[config.mk]
export PLATFORM = sky130hd
export DESIGN_NAME = seven_seg_scan_mux_flat
export DESIGN_NICKNAME = d
export VERILOG_FILES = /design/src/rtl/seven_seg_scan_mux_if.sv /design/src/rtl/seven_seg_scan_mux.sv /design/src/flat_wrapper.sv
export SDC_FILE = /design/constraint.sdc
export NUM_CORES = 1
export LEC_CHECK = 0
export CORE_MARGIN = 3
export CORE_UTILIZATION = 65
export DETAILED_ROUTE_END_ITERATION = 6
export DONT_BUFFER_PORTS = 1
export PLACE_DENSITY = 0.81
export SLEW_MARGIN = 20
export SYNTH_ARGS = -nofsm -noshare
export SYNTH_HDL_FRONTEND = slang
export SYNTH_SLANG_ARGS = --single-unit
[constraint.sdc]
create_clock -name clk -period 4.2 [get_ports clk]
set_input_delay 0.63 -clock clk [delete_from_list [all_inputs] [get_ports clk]]
set_output_delay 0.63 -clock clk [all_outputs]
set_load 0.005 [all_outputs]
[src/rtl/seven_seg_scan_mux_if.sv]
// seven_seg_scan_mux_if: load-side and display-side signals of the scan controller.
// Latency: none; wiring only.
// Backpressure: none; the load side is fire-and-forget.
interface seven_seg_scan_mux_if #(
    parameter int DIGITS = 4
);
    localparam int IW = (DIGITS > 1) ? $clog2(DIGITS) : 1;

    logic                  enable;
    logic [4*DIGITS-1:0]   value_in;
    logic [DIGITS-1:0]     dp_in;
    logic                  load;
    logic                  load_ack;
    logic                  pending;
    logic [3:0]            nibble_out;
    logic                  dp_out;
    logic                  blank_out;
    logic [DIGITS-1:0]     digit_en_n;
    logic [IW-1:0]         digit_idx;

    modport master (
        output enable, value_in, dp_in, load,
        input  load_ack, pending, nibble_out, dp_out, blank_out, digit_en_n, digit_idx
    );

    modport slave (
        input  enable, value_in, dp_in, load,
        output load_ack, pending, nibble_out, dp_out, blank_out, digit_en_n, digit_idx
    );
endinterface

[src/rtl/seven_seg_scan_mux.sv]
// seven_seg_scan_mux: round-robin digit scan with frame-aligned commit of staged data.
// Latency: all outputs registered; staged data commits at the next frame wrap, or next edge when off.
// Backpressure: none, a repeated load overwrites staging. SEVEN_SEG_LEADING_ZERO_BLANK_EN blanks leading zeros.
module seven_seg_scan_mux #(
    parameter int DIGITS      = 4,
    parameter int REFRESH_DIV = 50000,
    parameter int GUARD       = 2
) (
    input logic                 clk,
    input logic                 rst,
    seven_seg_scan_mux_if.slave bus
);
    localparam int IW = (DIGITS > 1) ? $clog2(DIGITS) : 1;
    localparam int CW = (REFRESH_DIV > 1) ? $clog2(REFRESH_DIV) : 1;

    typedef enum logic {OFF, SCAN} state_t;

    state_t                   state, nxt_state;
    logic [CW-1:0]            cnt, nxt_cnt;
    logic [IW-1:0]            idx, nxt_idx;
    logic [DIGITS-1:0][3:0]   disp_reg, nxt_disp, stage_val;
    logic [DIGITS-1:0]        disp_dp, nxt_dp, stage_dp;
    logic [DIGITS-1:0]        blank_mask;
    logic [DIGITS-1:0]        en_n;
    logic                     pending, commit, show;

    always_comb begin
        nxt_state = bus.enable ? SCAN : OFF;
        nxt_cnt   = '0;
        nxt_idx   = '0;
        commit    = 1'b0;
        if (state == OFF) begin
            commit = pending;
        end else if (bus.enable) begin
            if (cnt == CW'(REFRESH_DIV - 1)) begin
                if (idx == IW'(DIGITS - 1)) begin
                    commit = pending;
                end else begin
                    nxt_idx = idx + IW'(1);
                end
            end else begin
                nxt_cnt = cnt + CW'(1);
                nxt_idx = idx;
            end
        end
        nxt_disp = commit ? stage_val : disp_reg;
        nxt_dp   = commit ? stage_dp  : disp_dp;
    end

`ifdef SEVEN_SEG_LEADING_ZERO_BLANK_EN
    // Mask follows the display word, so it can only change when a commit lands.
    always_comb begin
        logic zero_above;
        zero_above = 1'b1;
        blank_mask = '0;
        for (int i = DIGITS - 1; i > 0; i--) begin
            zero_above    = zero_above & (nxt_disp[i] == 4'h0);
            blank_mask[i] = zero_above;
        end
    end
`else
    assign blank_mask = '0;
`endif

    always_comb begin
        show = (nxt_state == SCAN) && (nxt_cnt >= CW'(GUARD)) && !blank_mask[nxt_idx];
        en_n = '1;
        for (int i = 0; i < DIGITS; i++) begin
            if (show && (nxt_idx == IW'(i))) en_n[i] = 1'b0;
        end
    end

    // Outputs are registered from next-state values so they line up with cnt/idx.
    always_ff @(posedge clk) begin
        if (rst) begin
            state          <= OFF;
            cnt            <= '0;
            idx            <= '0;
            disp_reg       <= '0;
            disp_dp        <= '0;
            stage_val      <= '0;
            stage_dp       <= '0;
            pending        <= 1'b0;
            bus.load_ack   <= 1'b0;
            bus.pending    <= 1'b0;
            bus.nibble_out <= 4'h0;
            bus.dp_out     <= 1'b0;
            bus.blank_out  <= 1'b1;
            bus.digit_en_n <= '1;
            bus.digit_idx  <= '0;
        end else begin
            state    <= nxt_state;
            cnt      <= nxt_cnt;
            idx      <= nxt_idx;
            disp_reg <= nxt_disp;
            disp_dp  <= nxt_dp;
            if (bus.load) begin
                stage_val <= bus.value_in;
                stage_dp  <= bus.dp_in;
                pending   <= 1'b1;
            end else if (commit) begin
                pending <= 1'b0;
            end
            bus.load_ack   <= commit;
            bus.pending    <= bus.load | (pending & ~commit);
            bus.nibble_out <= nxt_disp[nxt_idx];
            bus.dp_out     <= nxt_dp[nxt_idx] & ~blank_mask[nxt_idx];
            bus.blank_out  <= ~show;
            bus.digit_en_n <= en_n;
            bus.digit_idx  <= nxt_idx;
        end
    end
endmodule

[src/flat_wrapper.sv]
// flat-port wrapper written by rule: the top's interface ports become plain ports
module seven_seg_scan_mux_flat 
#(
    parameter int DIGITS      = 4,
    parameter int REFRESH_DIV = 50000,
    parameter int GUARD       = 2
)
  (clk, rst, bus_enable, bus_value_in, bus_dp_in, bus_load, bus_load_ack, bus_pending, bus_nibble_out, bus_dp_out, bus_blank_out, bus_digit_en_n, bus_digit_idx);
  seven_seg_scan_mux_if #(.DIGITS(DIGITS)) bus_i ();
  input logic clk;
  input logic rst;
  input wire logic [$bits(bus_i.enable)-1:0] bus_enable;
  input wire logic [$bits(bus_i.value_in)-1:0] bus_value_in;
  input wire logic [$bits(bus_i.dp_in)-1:0] bus_dp_in;
  input wire logic [$bits(bus_i.load)-1:0] bus_load;
  output wire logic [$bits(bus_i.load_ack)-1:0] bus_load_ack;
  output wire logic [$bits(bus_i.pending)-1:0] bus_pending;
  output wire logic [$bits(bus_i.nibble_out)-1:0] bus_nibble_out;
  output wire logic [$bits(bus_i.dp_out)-1:0] bus_dp_out;
  output wire logic [$bits(bus_i.blank_out)-1:0] bus_blank_out;
  output wire logic [$bits(bus_i.digit_en_n)-1:0] bus_digit_en_n;
  output wire logic [$bits(bus_i.digit_idx)-1:0] bus_digit_idx;
  assign bus_i.enable = bus_enable;
  assign bus_i.value_in = bus_value_in;
  assign bus_i.dp_in = bus_dp_in;
  assign bus_i.load = bus_load;
  assign bus_load_ack = bus_i.load_ack;
  assign bus_pending = bus_i.pending;
  assign bus_nibble_out = bus_i.nibble_out;
  assign bus_dp_out = bus_i.dp_out;
  assign bus_blank_out = bus_i.blank_out;
  assign bus_digit_en_n = bus_i.digit_en_n;
  assign bus_digit_idx = bus_i.digit_idx;
  seven_seg_scan_mux #(.DIGITS(DIGITS), .REFRESH_DIV(REFRESH_DIV), .GUARD(GUARD)) u_core (.clk(clk), .rst(rst), .bus(bus_i));
endmodule
==> impl_metrics.env <==
export IMPL_route_met2_wl_mm=2.923
export IMPL_critPathBufInv=0
export IMPL_hold_viol_final=0
export IMPL_drt_pass1_iter_count=4
export IMPL_p_leak_nw=1.258
export IMPL_hold_path_end="u_core.disp_reg[6]"
export IMPL_arrival_ps=3360
export IMPL_power_frac_seq_pct=52.5
export IMPL_cp_slowest_stage_delay_ps=590
export IMPL_cp_start_kind="flip-flop"
export IMPL_clk_pin_slew_ps=70
export IMPL_syn_avg_cell_area_um2=8.606
export IMPL_cp_slowest_cell="or4b_4"
export IMPL_min_period_ps=3076
export IMPL_vias=2599
export IMPL_nFillCells=337
export IMPL_seqCellArea_um2=1441
export IMPL_timing_rr_end="u_core.bus.nibble_out[1]"
export IMPL_clk_path_buf_depth=2
export IMPL_max_slew_margin_rel_pct=30.95
export IMPL_drive_above_1_share_pct=7.182
export IMPL_numCtsBuffers=9
export IMPL_grt_pass1_wl_mm=11.03
export IMPL_portBuffers=0
export IMPL_antenna_cells=0
export IMPL_start_util_pct=70.23
export IMPL_postCtsHoldBufs=0
export IMPL_rsz0062_at_grt="false"
export IMPL_power_frac_comb_pct=3.8
export IMPL_rrSetupSlack_ps=1120
export IMPL_end_kind="flip-flop"
export IMPL_io_pins=38
export IMPL_synthCells=370
export IMPL_die_width_um=75.99
export IMPL_grt_max_degree=50
export IMPL_max_cap_violations=0
export IMPL_synth_top_family_by_area="simple AND/OR/NAND/NOR gates"
export IMPL_post_dp_hpwl_mm=4.457
export IMPL_worst_path_max_fanout=9
export IMPL_synth_xor_area_share_pct=4.676
export IMPL_yosys_top_cells_area="dfxtp_1, mux2i_1, nor2_1"
export IMPL_yosysTopAreaCell="dfxtp_1"
export IMPL_die_area_um2=5774
export IMPL_core_um2=4534
export IMPL_required_ps=4490
export IMPL_post_cts_setup_buffer_count=0
export IMPL_multi_input_area_um2=1647
export IMPL_nets=383
export IMPL_total_power_w=0.001362
export IMPL_clkPwrFrac_pct=43.6
export IMPL_cts_tree="built"
export IMPL_track_usage_pct=23.44
export IMPL_yosysWarnings=0
export IMPL_critical_path_class="flip-flop to flip-flop"
export IMPL_viasPerCell=6.087
export IMPL_drtIter0Drc=324
export IMPL_hp_class="input port to flip-flop"
export IMPL_p_int_w=0.001059
export IMPL_switching_share_pct=22.27
export IMPL_synth_seq_area_share_pct=45.27
export IMPL_max_freq_ghz=0.3251
export IMPL_synth_area_mux_share_pct=7.269
export IMPL_power_switching_w=0.0003034
export IMPL_setup_tns_ps=0
export IMPL_crit_chain="or4b_4, nor4_1, mux2_2, a211oi_1, o211a_1, a311o_1"
export IMPL_place_gp_congestion=0.8941
export IMPL_synthSimpleGateAreaFrac_pct=22.83
export IMPL_slew_violations=0
export IMPL_hold_path_startpoint="rst"
export IMPL_outcome="complete, no violations"
export IMPL_fin_crit_sh_pct=73.24
export IMPL_p_per_area_nw_per_um2=400.3
export IMPL_synth_nets=396
export IMPL_holdPathStages=1
export IMPL_r2r_worst_path_cells=6
export IMPL_synth_compound_area_share_pct=15.72
export IMPL_cts_resized=0
export IMPL_antenna_found_initial=0
export IMPL_top_layer="met4"
export IMPL_yosysMostFrequentCell="dfxtp_1"
export IMPL_synth_distinct_cells=46
export IMPL_critPathTopFamily="simple AND/OR/NAND/NOR gates"
export IMPL_rows=24
export IMPL_synth_edf_count=0
export IMPL_wl_met3_um=439
export IMPL_netlist_area_um2=3184
export IMPL_final_setup_viol_count=0
export IMPL_met1_length_mm=3.219
export IMPL_async_flop_share_pct=0
export IMPL_area_growth_pct=6.876
export IMPL_clock_sinks=72
export IMPL_clkLatencyLatePin_ps=350
export IMPL_fp_dieH_um=75.99
export IMPL_synth_ff_type="dfxtp_1"
export IMPL_synth_commonest_cells="dfxtp_1, nor2_1, nand2_1"
export IMPL_worst_pin_slew_ps=1036
export IMPL_post_drt_wl_per_cell_um=15.62
export IMPL_synth_adder_area_share_pct=0.7859
export IMPL_htree_levels=3
export IMPL_synth_seq_cells=72
export IMPL_fin_skew_ps=7.998
export IMPL_routed_wl_mm=6.670
export IMPL_ant_nets=0
export IMPL_peakVddDrop_uv=345.1
export IMPL_clockRootBuffer="clkbuf_8"
export IMPL_grt_overflow_total=0
export IMPL_drc=0
export IMPL_r2r_start="u_core.cnt[7]"
export IMPL_synth_top_cell_area_share_pct=45.27
export IMPL_grt_pass1_vias=2250
## layer usage
layer / vias to the layer above / global-route usage (%)
li1: 1284 / -
met1: 1210 / 33.64
met2: 95 / 33.33
met3: 10 / 6.738
met4: 0 / 9.058
met5: - / 0
## metrics by stage
step                      util [%]  instances  hold slack (ps)  area, um2  setup WS, ps
after floorplan                  -        370            428.7       3184          1532
after global placement       70.06        411            436.0       3177          1230
after detailed placement     70.06        411            439.4       3177          1207
after CTS                    74.89        427            332.3       3396          1183
after global routing         75.06        427            328.8       3403         957.1
final                        75.06        427            343.0       3403          1124
## power groups by stage
stage               Sequential (W)  Clock (W)  Combinational [W]
floorplan                 0.000726          0          0.0000531
global placement          0.000731          0          0.0000496
detailed placement        0.000731          0          0.0000514
CTS                       0.000715   0.000604          0.0000516
global route              0.000717   0.000634          0.0000582
finish                    0.000716   0.000595          0.0000520
## worst max-delay path by stage
| stage | start | endpoint | slack (ps) | cells past startpoint |
|---|---|---|---|---|
| 3_5_place_dp | u_core.cnt[7] | u_core.bus.nibble_out[2] | 1210 | 6 |
| 6_report | u_core.cnt[7] | u_core.bus.nibble_out[1] | 1120 | 6 |
| 2_1_floorplan | u_core.cnt[12] | u_core.bus.dp_out | 1530 | 7 |
| 3_3_place_gp | u_core.cnt[7] | u_core.bus.nibble_out[2] | 1230 | 6 |
| 5_1_grt | u_core.cnt[7] | u_core.bus.nibble_out[1] | 960 | 6 |
| 4_1_cts | u_core.cnt[7] | u_core.bus.nibble_out[1] | 1180 | 6 |
## logic make-up (layout without fill, tap and decap cells)
logic type	count (synthesis)	count (layout)
buffers and inverters	27	19
flip-flops	72	72
adder cells (fa/ha/maj)	2	2
multiplexers	23	23
AO/OA/AOI/OAI	75	75
AND/OR/NAND/NOR	154	154
XOR/XNOR	17	17
## cell usage in the layout, fill, tap and decap left out, types with 4 or more instances in the layout
master	count
nand4_1	5
o211ai_1	5
nand2_1	50
o211a_1	5
nand3_1	13
dfxtp_1	72
o22ai_1	5
a311o_1	5
nor2_1	51
nor3_1	5
o21ai_0	7
xor2_1	6
nand2b_1	5
and2_1	4
mux2i_1	22
a21oi_1	27
xnor2_1	11
clkbuf_8	9
a31oi_1	8
o22a_1	6
## cell type report
type,count,share of cell area (%)
well taps,65,2.390
flip-flops and latches,72,42.35
multi-input cells,271,48.38
clock inverters,7,2.794
clock buffers,9,3.640
repair buffers,1,0.2206
inverters,2,0.2206
Note: power is estimated with default switching activity, not from simulation.
